<file path="src/rtl/fgpr_arb_pkg.sv">
// Shared types and round-robin helpers for FGPR read-port arbitration.
// Pure combinational helpers; no latency, no backpressure.
// The picker is sized for up to RR_MAX requesters so other arbiters can reuse it.
package fgpr_arb_pkg;

    localparam int FGPR_IDX_W = 5;
    localparam int RR_MAX     = 8;
    localparam int RR_IDX_W   = 3;

    typedef logic [FGPR_IDX_W-1:0] fgpr_idx_t;

    typedef struct packed {
        logic                found;
        logic [RR_IDX_W-1:0] idx;
    } rr_pick_t;

    // First set bit of valid[n-1:0], searching cyclically upward from ptr (ptr < n).
    function automatic rr_pick_t rr_pick(input logic [RR_MAX-1:0]   valid,
                                         input logic [RR_IDX_W-1:0] ptr,
                                         input int unsigned         n);
        rr_pick_t   r;
        logic [3:0] s;
        r = '0;
        for (int k = 0; k < RR_MAX; k++) begin
            s = {1'b0, ptr} + 4'(k);
            if (s >= 4'(n)) s = s - 4'(n);
            if ((k < int'(n)) && !r.found && valid[s[RR_IDX_W-1:0]]) begin
                r.found = 1'b1;
                r.idx   = s[RR_IDX_W-1:0];
            end
        end
        return r;
    endfunction

endpackage

</file>
<file path="src/rtl/rr_arbiter.sv">
// Generic N-wide round-robin picker with a registered search pointer.
// Pick is combinational (0 cycles); pointer moves on the edge after an enabled pick.
// No backpressure of its own; the caller gates pointer movement with advance.
module rr_arbiter
    import fgpr_arb_pkg::*;
#(
    parameter int N = 3
) (
    input  logic                clk,
    input  logic                srstn,
    input  logic [N-1:0]        valid,
    input  logic                advance,
    output logic                found,
    output logic [RR_IDX_W-1:0] idx,
    output logic [N-1:0]        grant
);

    logic [RR_IDX_W-1:0] ptr_q;
    logic [RR_MAX-1:0]   valid_ext;
    rr_pick_t            pick;

    always_comb begin
        valid_ext        = '0;
        valid_ext[N-1:0] = valid;
        pick             = rr_pick(valid_ext, ptr_q, N);
        found            = pick.found;
        idx              = pick.idx;
        grant            = pick.found ? (N'(1) << pick.idx) : '0;
    end

    // Next search starts just past the winner, wrapping N-1 -> 0.
    always_ff @(posedge clk) begin
        if (!srstn) begin
            ptr_q <= '0;
        end else if (advance && pick.found) begin
            ptr_q <= (pick.idx == RR_IDX_W'(N - 1)) ? '0 : pick.idx + RR_IDX_W'(1);
        end
    end

endmodule

</file>
<file path="src/rtl/fgpr_read_arbiter.sv">
// Shares the single FGPR read port among NREQ requesters, round-robin with optional fixed priority for requester 0.
// Grant and FGPR read in the accept cycle; tagged response one cycle later, back-to-back capable.
// No response backpressure: requesters must sink rsp_valid_o the cycle it is asserted.
module fgpr_read_arbiter
    import fgpr_arb_pkg::*;
#(
    parameter int NREQ       = 3,
    parameter int XLEN       = 64,
    parameter int FIXED_PRIO = 0
) (
    input  logic                       clk_i,
    input  logic                       srstn_i,
    input  logic                       flush_i,
    input  logic [NREQ-1:0]            req_valid_i,
    input  logic [NREQ*FGPR_IDX_W-1:0] req_index_i,
    output logic [NREQ-1:0]            req_ready_o,
    output logic [NREQ-1:0]            rsp_valid_o,
    output logic [XLEN-1:0]            rsp_data_o,
    output logic                       fgpr_valid_o,
    output fgpr_idx_t                  fgpr_rs1index_o,
    input  logic [XLEN-1:0]            fgpr_rs1data_i
);

    logic [NREQ-1:0]     rr_valid;
    logic                rr_found;
    logic [RR_IDX_W-1:0] rr_idx;
    logic [NREQ-1:0]     rr_grant;
    logic                fixed_win;
    logic                win_found;
    logic [RR_IDX_W-1:0] win_idx;
    logic                grant_en;
    logic                rr_advance;
    fgpr_idx_t           sel_index;

    logic                rsp_vld_q;
    logic [RR_IDX_W-1:0] rsp_id_q;
    logic [XLEN-1:0]     rsp_data_q;

    // With fixed priority, requester 0 is kept out of the rotation entirely.
    always_comb begin
        rr_valid = req_valid_i;
        if (FIXED_PRIO != 0) rr_valid[0] = 1'b0;
    end

    rr_arbiter #(.N(NREQ)) u_rr (
        .clk     (clk_i),
        .srstn   (srstn_i),
        .valid   (rr_valid),
        .advance (rr_advance),
        .found   (rr_found),
        .idx     (rr_idx),
        .grant   (rr_grant)
    );

    always_comb begin
        fixed_win  = (FIXED_PRIO != 0) && req_valid_i[0];
        win_found  = fixed_win || rr_found;
        win_idx    = fixed_win ? '0 : rr_idx;
        grant_en   = win_found && !flush_i && srstn_i;
        rr_advance = grant_en && !fixed_win;

        sel_index = '0;
        for (int i = 0; i < NREQ; i++) begin
            if (win_idx == RR_IDX_W'(i)) sel_index = req_index_i[i*FGPR_IDX_W +: FGPR_IDX_W];
        end

        req_ready_o     = '0;
        fgpr_valid_o    = 1'b0;
        fgpr_rs1index_o = '0;
        if (grant_en) begin
            req_ready_o     = fixed_win ? NREQ'(1) : rr_grant;
            fgpr_valid_o    = 1'b1;
            fgpr_rs1index_o = sel_index;
        end
    end

    // Data is held when nothing is granted so rsp_data_o keeps its last value.
    always_ff @(posedge clk_i) begin
        if (!srstn_i) begin
            rsp_vld_q  <= 1'b0;
            rsp_id_q   <= '0;
            rsp_data_q <= '0;
        end else begin
            rsp_vld_q <= grant_en;
            if (grant_en) begin
                rsp_id_q   <= win_idx;
                rsp_data_q <= fgpr_rs1data_i;
            end
        end
    end

    assign rsp_valid_o = rsp_vld_q ? (NREQ'(1) << rsp_id_q) : '0;
    assign rsp_data_o  = rsp_data_q;

endmodule

</file>
<file path="config.mk">
export PLATFORM = sky130hd
export DESIGN_NAME = fgpr_read_arbiter
export DESIGN_NICKNAME = d
export VERILOG_FILES = /design/src/rtl/fgpr_arb_pkg.sv /design/src/rtl/rr_arbiter.sv /design/src/rtl/fgpr_read_arbiter.sv
export SDC_FILE = /design/constraint.sdc
export NUM_CORES = 1
export LEC_CHECK = 0
export CAP_MARGIN = 20
export CORE_MARGIN = 10
export CORE_UTILIZATION = 40
export DETAILED_ROUTE_END_ITERATION = 12
export PLACE_DENSITY = 0.85
export SETUP_SLACK_MARGIN = 0.3
export SYNTH_ARGS = -nofsm -noshare
export SYNTH_HDL_FRONTEND = slang
export SYNTH_SLANG_ARGS = --single-unit
</file>
<file path="constraint.sdc">
create_clock -name clk_i -period 3.3 [get_ports clk_i]
set_input_delay 0.495 -clock clk_i [delete_from_list [all_inputs] [get_ports clk_i]]
set_output_delay 0.495 -clock clk_i [all_outputs]
set_load 0.01 [all_outputs]
</file>
### Word-level counts from Yosys, hierarchy flattened

Index checks and enable logic that the tools add are counted.

| word-level totals | value |
|---|---|
| bits in latches | 0 |
| bits in registers | 71 |
| memory bits (writable) | 0 |
| memories | 0 |
| output and inout port bits | 76 |
| logic and storage cells | 50 |
| bits of input ports | 85 |
| memory bits (read-only) | 0 |

| cells by class | value |
|---|---|
| reduce and logical (&&, ||, !) cells | 9 |
| $lt $le $gt $ge | 6 |
| add/sub/neg operators | 6 |
| multiply operators | 0 |
| div/mod/pow operators | 0 |
| mux-type cells | 21 |
| bitwise operators | 0 |
| shifts and indexed selects | 2 |
| equal/unequal tests | 2 |

Operators by type and width:

| kind | number |
|---|---|
| 3-bit 2-to-1 mux | 7 |
| 5-bit 2-to-1 mux | 4 |
| 3-bit by 4-bit less-than comparator with 1-bit output, second input constant | 3 |
| 4-bit 2-to-1 mux | 3 |
| 1-bit binary-select mux with 3-bit select | 3 |
| 3-bit by 2-bit subtractor with 3-bit output, second input constant | 3 |
| 4-bit by 2-bit >= comparator with 1-bit output, second input constant | 2 |
| 1-bit by 3-bit << shifter with 3-bit output, first input constant | 2 |
| 1-bit logical AND | 5 |
| 3-bit by 1-bit adder with 4-bit output, second input constant | 1 |
| 3-bit by 2-bit adder with 4-bit output, second input constant | 1 |
| 1-bit 2-to-1 mux | 4 |
| 3-bit by 1-bit adder with 3-bit output, second input constant | 1 |
| 3-bit by 1-bit equality test with 1-bit output, second input constant | 1 |
| 3-bit by 2-bit equality test with 1-bit output, second input constant | 1 |
| 3-bit by 2-bit >= comparator with 1-bit output, second input constant | 1 |
| 1-bit logical NOT | 3 |
| 3-bit logical NOT | 1 |

### Depth between registers and ports, before layout

| depth | value |
|---|---|
| depth after elaboration | 16 |
| mapped depth | 13 |
| gate-level depth less buffers | 10 |

### Modules after synthesis

Synthesis repeated with hierarchy kept, for this count alone.

| unflattened totals | value |
|---|---|
| cells, all modules | 424 |
| area total of the unflattened synthesis | 3439.5 µm² |

Modules (own cells, without submodules):

| module | cells each | instances | area an instance (µm²) | sequential area each (µm²) |
|---|---|---|---|---|
| fgpr_read_arbiter | 329 | 1 | 2703.8 | 1361.3 |
| rr_arbiter | 95 | 1 | 735.7 | 60.1 |

### Worst setup path before layout

OpenSTA, ideal clock, no wires.

| timing path | value |
|---|---|
| kind | register -> output |
| from | register u_rr.ptr_q[1] |
| to | output port fgpr_rs1index_o[1] |
| path buffers | 1 |
| data arrival time | 2.573 ns |
| slack | 0.232 ns |
| data required time | 2.805 ns |
| stages on the path, launching flop included | 11 |
| cell sequence | dfxtp_1 -> inv_1 -> ha_1 -> or3b_1 -> a21boi_1 -> o211a_1 -> o2bb2ai_2 -> o2bb2ai_1 -> clkbuf_1 -> or3b_1 -> a31oi_1 |

| between the ends | value |
|---|---|
| word-level cells in the longest chain between the ends | 16 |
| elaborated cells on any way between the ends | 33 |
| those cells by class | add/sub: 5; order compare: 3; eq/ne: 2; mux: 16; reduce/logical: 7 |

RTL lines:

| what | line | RTL |
|---|---|---|
| start: declaration | rr_arbiter.sv:18 | `logic [RR_IDX_W-1:0] ptr_q;` |
| start signal: assignment | rr_arbiter.sv:36 | `ptr_q <= (pick.idx == RR_IDX_W'(N - 1)) ? '0 : pick.idx + RR_IDX_W'(1);` |
| branches (longest 10 deep; another with 3-bit by 1-bit adder with 4-bit output) | -- |  |
| 4-bit 2-to-1 mux * | fgpr_arb_pkg.sv:27 | `if ((k < int'(n)) && !r.found && valid[s[RR_IDX_W-1:0]]) begin` |
| 3-bit logical NOT | fgpr_read_arbiter.sv:64 | `if (win_idx == RR_IDX_W'(i)) sel_index = req_index_i[i*FGPR_IDX_W +: FGPR_IDX_W];` |
| 5-bit 2-to-1 mux (3 in series) | fgpr_read_arbiter.sv:64 |  |
| 5-bit 2-to-1 mux * | fgpr_read_arbiter.sv:70 | `if (grant_en) begin` |
| end: declaration | fgpr_read_arbiter.sv:20 | `output fgpr_idx_t fgpr_rs1index_o,` |

Mark *: on every way between the ends. The select of a mux whose other input is x is not followed.

### Worst setup path after layout

| timing path | value |
|---|---|
| from | register u_rr.ptr_q[1] |
| to | output port fgpr_rs1index_o[2] |

The elaborated chain is that of the path after synthesis.

==> flow_metrics.py <==
metrics = {
    "status": {
        "status": "finished, violations left",
        "violations": "setup timing",
    },
    "die": {
        "fp.dieH_um": 108.5,
        "dieWidth_um": 108.5,
        "dieArea_mm2": 0.01178,
        "ioPinCount": 161,
        "coreArea_mm2": 0.007687,
        "initial_core_util_pct": 40.77,
        "rows": 32,
    },
    "placement": {
        "io_buffers": 160,
        "place_congestion": 0.8071,
        "dp.cells": 666,
        "dp_hpwl_mm": 7.915,
    },
    "timing": {
        "timing.final.crit_period_ns": 3.543,
        "fmax_ghz": 0.2823,
        "period_share_pct": 107.4,
        "fin_worst_skew_ns": 0.01398,
        "setup_viol_count_final": 10,
        "finalHoldViolations": 0,
        "tns_ns": -1.732,
        "maxSlewHeadroom_pct": 53.08,
        "fin_ws_ns": -0.2428,
        "slew_violations": 0,
        "rsz0062_at_grt": "true",
        "hold-worst-slack_ns": 0.4534,
        "tightest_slew_ns": 0.7038,
    },
    "cells_and_area": {
        "final_cell_mix": "clkdlybuf4s50_1 (150), nand2_1 (139), dfxtp_1 (68)",
        "multi_input_area_mm2": 0.001735,
        "drive_gt1_share_pct": 19.63,
        "final_common_cell": "clkdlybuf4s50_1",
        "final.fill_count": 558,
        "synthToLayoutAreaGrowth_pct": 79.56,
        "layout.nets": 689,
        "stdcell_count": 703,
        "seqCellArea_mm2": 0.001428,
        "diodes": 0,
    },
    "critical_path": {
        "rr_endpoint": "u_rr.ptr_q[0]",
        "worstPathMaxFanout": 7,
        "path_buf_inv": 5,
        "cp_cell_sequence": "ha_4 > ha_4 > a211o_1 > a21oi_2 > buf_4 > buf_4 > nand3_1 > nand2_2 > o2bb2ai_2 > buf_6 > buf_12 > or3b_1 > a31oi_2 > buf_2",
        "required_ns": 2.80,
        "worstSetupStartpoint": "u_rr.ptr_q[1]",
        "crit_cells": 14,
        "cp_top_family": "compound AO/OA/AOI/OAI gates",
        "arrival_ns": 3.05,
        "critPathSlowestCell": "dfxtp_4",
        "crit_path_start_kind": "flip-flop",
        "slowest_delay_ns": 0.37,
        "cp-end-kind": "output port",
        "reg2reg_depth": 20,
        "r2r_start": "u_rr.ptr_q[1]",
        "r2r_slack_ns": -0.16,
        "critical_path_class": "reg2out",
        "crit_end": "fgpr_rs1index_o[2]",
    },
    "cts": {
        "htree_levels": 3,
        "clockBufferDepth": 2,
        "ctsRootBufferMaster": "clkbuf_8",
        "cts_tree": "done",
        "cts_sinks": 71,
        "path_clk_slew_ns": 0.07,
        "numCtsBuffers": 9,
        "clkLatencyLatePin_ns": 0.33,
        "ctsHoldBuffers": 0,
    },
    "grt": {
        "grt_antenna_before_repair": 0,
        "overflow": 0,
        "grt_pass1_vias": 3582,
        "grt_pass1_wl_mm": 17.51,
        "grt_max_degree": 70,
        "grt_usage_pct": 18.18,
    },
    "job": {
        "drv_cap": 0,
    },
    "detailed_routing": {
        "met3_length_mm": 1.244,
        "drcViolationCount": 0,
        "dr.first_iter.drc_count": 149,
        "first_pass_iters": 4,
        "vias_per_cell": 5.043,
        "wl_met1_mm": 4.456,
        "ant_nets": 0,
        "wl_per_cell_um": 17.07,
        "dr_wl_met2_mm": 5.925,
        "wl_mm": 12.00,
        "top_layer_used": "met4",
        "num_vias": 3545,
    },
    "pwr": {
        "irDropWorstVdd_v": 0.0003723,
        "p_per_area_mw_per_mm2": 606.8,
        "leakagePower_nw": 2.562,
    },
    "synthesis": {
        "seq_area_frac_synth_pct": 45.35,
        "syn_area_mm2": 0.003134,
        "synth_cells": 402,
        "ys_types": 41,
        "synth_nets": 494,
        "postSynth.asyncResetShare_pct": 0,
        "ys_seq_elements": 71,
        "synth_ff_type": "dfxtp_1",
        "synth.avg_cell_area_um2": 7.797,
        "ys_warn_count": 0,
        "synth_enable_flop_cells": 0,
    },
    "min_path": {
        "min_path_type": "reg2reg",
        "min_from": "rsp_data_o[55]",
    },
}
==> area by class of cell <==
type / count / share of cell area, %
inverter: 11 / 0.7781
clock inverter: 6 / 1.112
timing repair buffer: 213 / 37.44
multi-input combinational: 291 / 30.84
clock buffer: 9 / 2.201
sequential: 71 / 25.37
tap: 102 / 2.268
==> worst min-delay path, cell delays in order, from the launching register on <==
cell and delay [ns]:
dfxtp_1 0.31, nand3_1 0.06, nand2_1 0.04
==> registers in the layout (all words and copies together), names as in the netlist <==
name and cells:
rsp_data_o 64, rsp_vld_q 1, u_rr.ptr_q 3, rsp_id_q 3
==> synthesized netlist by cell type, types with 3 or more instances <==
library cell	number	area [um2]
nor2_1	5	18.77
a21oi_1	4	20.02
nand2b_1	3	18.77
o211a_1	3	30.03
nor3_1	3	15.01
a31oi_1	5	31.28
nor3b_1	3	22.52
and3_1	4	25.02
buf_2	8	40.04
buf_4	6	45.04
o211ai_1	9	67.56
nand3_1	68	340.3
clkbuf_1	15	56.30
nand2_1	141	529.3
dfxtp_1	71	1421
or3b_1	4	35.03
inv_1	10	37.54
or3b_2	3	26.28
ha_1	7	87.58
==> stage by stage <==
stage                     cell area, um2  utilization, %  total power [mW]  setup WS [ns]
after floorplan                     3161               -             1.737         0.3059
after global placement              4975           64.71             2.362        -0.2766
after detailed placement            4975           64.71             2.405        -0.3714
after CTS                           5400           70.25             3.251        -0.1816
after global routing                5628           73.21             3.607        -0.3738
final                               5628           73.21             3.415        -0.2428
==> metal layers <==
layer / GRT usage, % / vias to the layer above
met5: 0 / -
met4: 7.062 / 0
met3: 8.269 / 32
met2: 30.91 / 156
met1: 19.31 / 1622
li1: - / 1735
==> how the worst min path moves through the flow <==
| stage | to | depth (start not counted) | slack (ns) |
|---|---|---|---|
| 5_1_grt | rsp_data_o[9] | 2 | 0.47 |
| 6_report | rsp_data_o[55] | 2 | 0.45 |
| 4_1_cts | rsp_data_o[55] | 2 | 0.46 |
| 3_5_place_dp | rsp_data_o[56] | 2 | 0.45 |
| 2_1_floorplan | rsp_id_q[2] | 1 | 0.44 |
| 3_3_place_gp | rsp_data_o[12] | 2 | 0.44 |
==> timing repair <==
action | 4_1_cts | 5_1_grt
pin swaps | 10 | 12
endpoints found under the hold margin | 0 | 0
gates cloned | 0 | 3
buffers inserted | 16 | 3
setup endpoints to repair | 13 | 68
gates resized for setup | 67 | 33
==> power breakdown <==
| group | switching (mW) | internal (mW) |
|---|---|---|
| Combinational | 0.761 | 0.904 |
| Clock | 0.313 | 0.344 |
| Sequential | 0.0831 | 1.01 |
| Total | 1.16 | 2.26 |
==> logic make-up after synthesis <==
logic type	synth area share (%)
AOI/OAI and AO/OA	9.980
xor gates and xnor gates	0.5590
adders and majority gates	2.794
buffers and inverters	5.828
DFF	45.35
muxes	1.357
and+or+nand+nor	34.13
Power figures use the tool's default switching activity.
